==> config.mk <==
export PLATFORM = sky130hd
export DESIGN_NAME = sprite_pixel_fetch
export DESIGN_NICKNAME = d
export VERILOG_FILES = /design/src/rtl/sprite_pkg.sv /design/src/rtl/valid_delay.sv /design/src/rtl/sprite_pixel_fetch.sv
export SDC_FILE = /design/constraint.sdc
export NUM_CORES = 1
export LEC_CHECK = 0
export CAP_MARGIN = 20
export CORE_MARGIN = 2
export CORE_UTILIZATION = 47
export DETAILED_ROUTE_END_ITERATION = 6
export GPL_TIMING_DRIVEN = 1
export PLACE_DENSITY = 0.77
export SYNTH_ARGS = -nofsm -noshare
export SYNTH_HDL_FRONTEND = slang
export SYNTH_SLANG_ARGS = --single-unit
==> constraint.sdc <==
create_clock -name Clk -period 4.9 [get_ports Clk]
set_clock_uncertainty 0.1 [all_clocks]
set_input_delay 0.98 -clock Clk [delete_from_list [all_inputs] [get_ports Clk]]
set_output_delay 0.98 -clock Clk [all_outputs]
set_load 0.02 [all_outputs]
==> src/rtl/sprite_pkg.sv <==
// rtl/sprite_pkg.sv - sprite geometry, ROM widths and colour key shared by the fetch path
package sprite_pkg;
  localparam int SPRITE_W    = 24;
  localparam int SPRITE_H    = 34;
  localparam int FRAME_SIZE  = SPRITE_W * SPRITE_H;
  localparam int WAIT_OFFSET = 3264;
  localparam int PIX_W       = 24;
  localparam int ADDR_W      = 19;

  typedef logic [PIX_W-1:0] pixel_t;

  localparam pixel_t TRANSPARENT = 24'hFF00FF;
endpackage

==> src/rtl/valid_delay.sv <==
// rtl/valid_delay.sv - DEPTH-stage valid shift register with async active-low clear
module valid_delay #(
  parameter int DEPTH = 2
) (
  input  logic i_clk,
  input  logic i_rst_n,
  input  logic i_d,
  output logic o_q
);
  logic [DEPTH-1:0] r_sr;

  always_ff @(posedge i_clk or negedge i_rst_n) begin
    if (!i_rst_n) begin
      r_sr <= '0;
    end else begin
      r_sr[0] <= i_d;
      for (int i = 1; i < DEPTH; i++) begin
        r_sr[i] <= r_sr[i-1];
      end
    end
  end

  assign o_q = r_sr[DEPTH-1];
endmodule

==> src/rtl/sprite_pixel_fetch.sv <==
// rtl/sprite_pixel_fetch.sv - per-frame shadowed sprite ROM address generation and
// transparency-keyed pixel return, latency ROM_LAT+2 from pixel_req to pixel_valid
module sprite_pixel_fetch
  import sprite_pkg::*;
#(
  parameter int ROM_LAT = 2
) (
  input  logic              Clk,
  input  logic              Reset,
  input  logic              frame_start,
  input  logic              pixel_req,
  input  logic [9:0]        draw_x,
  input  logic [9:0]        draw_y,
  input  logic [9:0]        player_x,
  input  logic [9:0]        player_y,
  input  logic [31:0]       animationOffset,
  input  logic              facing_left,
  output logic [ADDR_W-1:0] rom_addr,
  output logic              rom_rd,
  input  pixel_t            rom_data,
  output pixel_t            pixel_color,
  output logic              pixel_valid,
  output logic              addr_overflow,
  output logic [15:0]       pixels_drawn
);
  logic [31:0] r_off;
  logic [9:0]  r_x;
  logic [9:0]  r_y;
  logic        r_face;
  logic [15:0] r_cnt;

  logic signed [10:0] w_dx;
  logic signed [10:0] w_dy;
  logic               w_hit;
  logic [9:0]         w_col;
  logic [31:0]        w_full;
  logic               w_ovf;
  logic               w_hit_d;
  logic               w_show;

  // 11-bit signed difference so a draw point left/above the sprite never wraps into range
  assign w_dx   = $signed({1'b0, draw_x}) - $signed({1'b0, r_x});
  assign w_dy   = $signed({1'b0, draw_y}) - $signed({1'b0, r_y});
  assign w_hit  = pixel_req && !w_dx[10] && (w_dx[9:0] < 10'(SPRITE_W))
                            && !w_dy[10] && (w_dy[9:0] < 10'(SPRITE_H));
  assign w_col  = r_face ? (10'(SPRITE_W - 1) - w_dx[9:0]) : w_dx[9:0];
  assign w_full = r_off + 32'(w_dy[9:0]) * 32'(SPRITE_W) + 32'(w_col);
  assign w_ovf  = |w_full[31:ADDR_W];

  // Frame shadows; a request in the frame_start cycle still sees the old values
  always_ff @(posedge Clk or negedge Reset) begin
    if (!Reset) begin
      r_off  <= '0;
      r_x    <= '0;
      r_y    <= '0;
      r_face <= 1'b0;
    end else if (frame_start) begin
      r_off  <= animationOffset;
      r_x    <= player_x;
      r_y    <= player_y;
      r_face <= facing_left;
    end
  end

  always_ff @(posedge Clk or negedge Reset) begin
    if (!Reset) begin
      rom_addr      <= '0;
      rom_rd        <= 1'b0;
      addr_overflow <= 1'b0;
    end else begin
      rom_rd <= w_hit;
      if (w_hit) begin
        rom_addr <= w_full[ADDR_W-1:0];
      end
      addr_overflow <= frame_start ? 1'b0 : (addr_overflow | (w_hit & w_ovf));
    end
  end

  valid_delay #(
    .DEPTH (ROM_LAT)
  ) u_hit_dly (
    .i_clk   (Clk),
    .i_rst_n (Reset),
    .i_d     (rom_rd),
    .o_q     (w_hit_d)
  );

  assign w_show = w_hit_d && (rom_data != TRANSPARENT);

  always_ff @(posedge Clk or negedge Reset) begin
    if (!Reset) begin
      pixel_valid  <= 1'b0;
      pixel_color  <= '0;
      r_cnt        <= '0;
      pixels_drawn <= '0;
    end else begin
      pixel_valid <= w_show;
      pixel_color <= w_show ? rom_data : '0;
      if (frame_start) begin
        pixels_drawn <= r_cnt;
        r_cnt        <= '0;
      end else if (pixel_valid && (r_cnt != 16'hFFFF)) begin
        r_cnt <= r_cnt + 16'd1;
      end
    end
  end
endmodule
==> metrics <==
Worst-Skew Late Latency between 0.4 and 0.5 ns; Clock H-tree levels 4; outcome finished, violations left; Min Clock Period, post-route 5.45 ns; global-route usage over all layers 0.234; combinational group share of total power 0.665; Max-Cap Viols 0; crit-path max FO 7; Power per Cell Area between 600 and 700 nW/um^2; share of cells above drive strength 1 0.311; Sequential Power Share 0.164; overall power approximately 7.3 mW; top cells by area, synth dfrtp_1 42%, ha_1 9.7%, mux2_2 8.4%; leakage 5.44 nW; Die Wd 133 microns; Multi-input gate area approximately 5000 sq um; most frequent cells in the layout 152 x clkdlybuf4s50_1, 133 x dfrtp_1, 111 x buf_4, 63 x inv_1, 58 x mux2_2; Critical Path Start draw_y[0]; fin crit share 1.11; final net count between 1000 and 1500; async set-or-reset flop fraction in the synthesized netlist 1.00; drt first pass iters 7; initial antenna violation count 1; Initial Util 0.479; switching share of power 0.412; largest net degree at the start of global routing 52; core area ~16000 sq um; R2R depth 24; final antenna-violating net count 0; detailed placer's ending HPWL approximately 14000 microns; largest area contributor in the netlist dfrtp_1; n_diodes 0; Reg clk slew, reported paths 0.07 ns; overall routed net length approximately 21000 microns; post-route DRC violation count 3; drt first-iter violations just under 400; Ys Warns 0; end of the worst register-to-register path addr_overflow; WP data arrival 5.66 ns; Die H 133 microns; failing checks design-rule violations, negative setup slack; sequential area share after synthesis 0.422; Final setup viols 8; setup TNS -1.95 ns; Post-Syn Area approximately 8000 sq um; Root Driver clkbuf_16; Final Hold Viols 0; filler cell count 1131; commonest register cell after synthesis dfrtp_1; Die Area approximately 18000 sq um; top cell type's share of synthesized area 0.422; CTS tree done; syn avg cell area a little over 10 sq um; gpl congestion 0.907; total number of vias just under 7000; # rows 47; Sw Pwr ~3.0 mW; CP Launch Type input pin; Top Ports around 160; Slew @ Worst Pin ~0.64 ns; CP Capture Point addr_overflow; crit end category flop; Area Overhead vs Synth 51.9%; vias per std cell 5.38; highest clock rate ~180 MHz; unrepaired setup endpoints after global routing yes; Clk network pwr share 0.171; worst setup margin -0.554 ns; net count after synthesis roughly 940; Post-synth EDFFs 0; internal power about 4.3 mW; Hold Buf Count CTS 0; Util after Layout 0.727; drt wl/cell about 17 microns; clock buffer count from CTS 17; Slew Limit Fails 0; critical path type in -> reg; Reg-to-Reg Start r_y[0]; peak supply drop between 0.4 and 0.5 mV; post-synthesis register bit count 133; Req. time, crit path 5.10 ns; # port buffers approximately 160; register area ~3300 sq um; first-pass GRT wire length between 30000 and 40000 microns; # clock sinks ~130; Hold Path Class reg -> reg; most common cell after layout, fill and taps aside clkdlybuf4s50_1; Syn Inst Count 769; Clock Path Buffers 2; R2R setup slack -0.30 ns; Netlist cell types 55; Relative slew margins 0.575; global route overflow 0; vias in the first global route roughly 7200
==> what timing repair did <==
item | 4_1_cts | 5_1_grt
setup buffers | 13 | 7
pin swaps | 62 | 61
endpoints found under the setup margin | 12 | 10
resized for setup | 95 | 39
==> cell usage after synthesis (4+ instances only) <==
library cell and count:
a211o_1 4, a211oi_1 4, a21o_1 12, a21oi_1 36, a31oi_1 10, and2_1 29
and3_1 6, and4_1 4, clkbuf_1 21, dfrtp_1 133, fa_1 11, ha_1 61
inv_1 70, mux2_2 59, mux2i_1 6, nand2_1 53, nand3_1 10, nand4_1 8
nor2_1 37, nor2b_1 6, nor3_1 14, o211ai_1 8, o21ai_0 50, o21bai_1 4
or3_1 10, xnor2_1 29, xor2_1 28
==> critical path, stage by stage <==
cell	delay (ns)
buf_8	0.09
inv_12	0.03
ha_4	0.16
fa_2	0.58
inv_2	0.06
buf_4	0.14
fa_2	0.40
a21oi_2	0.17
nor2_2	0.07
nor2_2	0.14
o21bai_1	0.12
a21oi_2	0.16
o21bai_1	0.11
a21o_1	0.19
xor2_1	0.15
ha_1	0.32
ha_4	0.28
a211oi_4	0.24
nand2_2	0.10
nor3_4	0.26
nor3_4	0.07
buf_4	0.14
o211ai_1	0.20
a32oi_1	0.10
a211oi_2	0.25
a311oi_2	0.13
==> flip-flops by register name (all words and copies together), names as in the netlist <==
register        flops
r_off              32
r_y                10
pixels_drawn       16
addr_overflow       1
r_cnt              16
r_face              1
rom_rd              1
r_x                10
rom_addr           19
pixel_valid         1
u_hit_dly.r_sr      2
pixel_color        24
==> power by group through the flow <==
stage	Combinational, mW	Clock [mW]	Sequential, mW
after global placement	3.62	0	1.22
after detailed placement	3.66	0	1.22
after floorplan	2.27	0	1.22
final	4.88	1.26	1.20
after CTS	4.19	1.28	1.20
after global routing	5.23	1.33	1.21
==> area by class of cell <==
class	instances	area share
multi-input cells	544	0.412
flip-flops and latches	133	0.278
inverters	70	0.0230
repair buffers	283	0.215
clock buffers	17	0.0355
well taps	220	0.0230
clock inverters	15	0.0135
==> layer usage <==
metal | vias up | track usage | part of all wire | wire [microns]
met4 | 2 | 0.0632 | 0.019 | 402
met5 | - | 0 | 0.00061 | 13
met3 | 39 | 0.0704 | 0.068 | 1450
met1 | 3379 | 0.273 | 0.40 | 8460
li1 | 3249 | - | - | -
met2 | 225 | 0.418 | 0.51 | 10900
==> how the worst min path moves through the flow <==
| stage | from | end | slack (ns) | cells past startpoint |
|---|---|---|---|---|
| 3_3_place_gp | u_hit_dly.r_sr[0] | u_hit_dly.r_sr[1] | 0.24 | 0 |
| 6_report | u_hit_dly.r_sr[0] | u_hit_dly.r_sr[1] | 0.25 | 0 |
| 5_1_grt | u_hit_dly.r_sr[0] | u_hit_dly.r_sr[1] | 0.26 | 0 |
| 4_1_cts | u_hit_dly.r_sr[0] | u_hit_dly.r_sr[1] | 0.26 | 0 |
| 3_5_place_dp | u_hit_dly.r_sr[0] | u_hit_dly.r_sr[1] | 0.24 | 0 |
| 2_1_floorplan | u_hit_dly.r_sr[0] | u_hit_dly.r_sr[1] | 0.23 | 0 |
==> cell families after synthesis <==
kind of cell / share of synthesized area
multiplexers: 0.0919
AO/OA/AOI/OAI: 0.121
AND/OR/NAND/NOR: 0.132
XOR/XNOR: 0.0634
flip-flops: 0.422
buffers and inverters: 0.0448
adder cells (fa/ha/maj): 0.125
==> through the flow <==
step / instances / setup WS [ns] / hold slack [ns] / instance area (sq um)
floorplan: 769 / -0.534 / 0.231 / 8060
global placement: 1233 / -1.28 / 0.236 / 10600
detailed placement: 1233 / -1.45 / 0.237 / 10600
CTS: 1278 / -0.364 / 0.259 / 11700
global route: 1282 / -0.661 / 0.260 / 12000
finish: 1282 / -0.554 / 0.254 / 12000
Note: power is estimated with default switching activity, not from simulation.
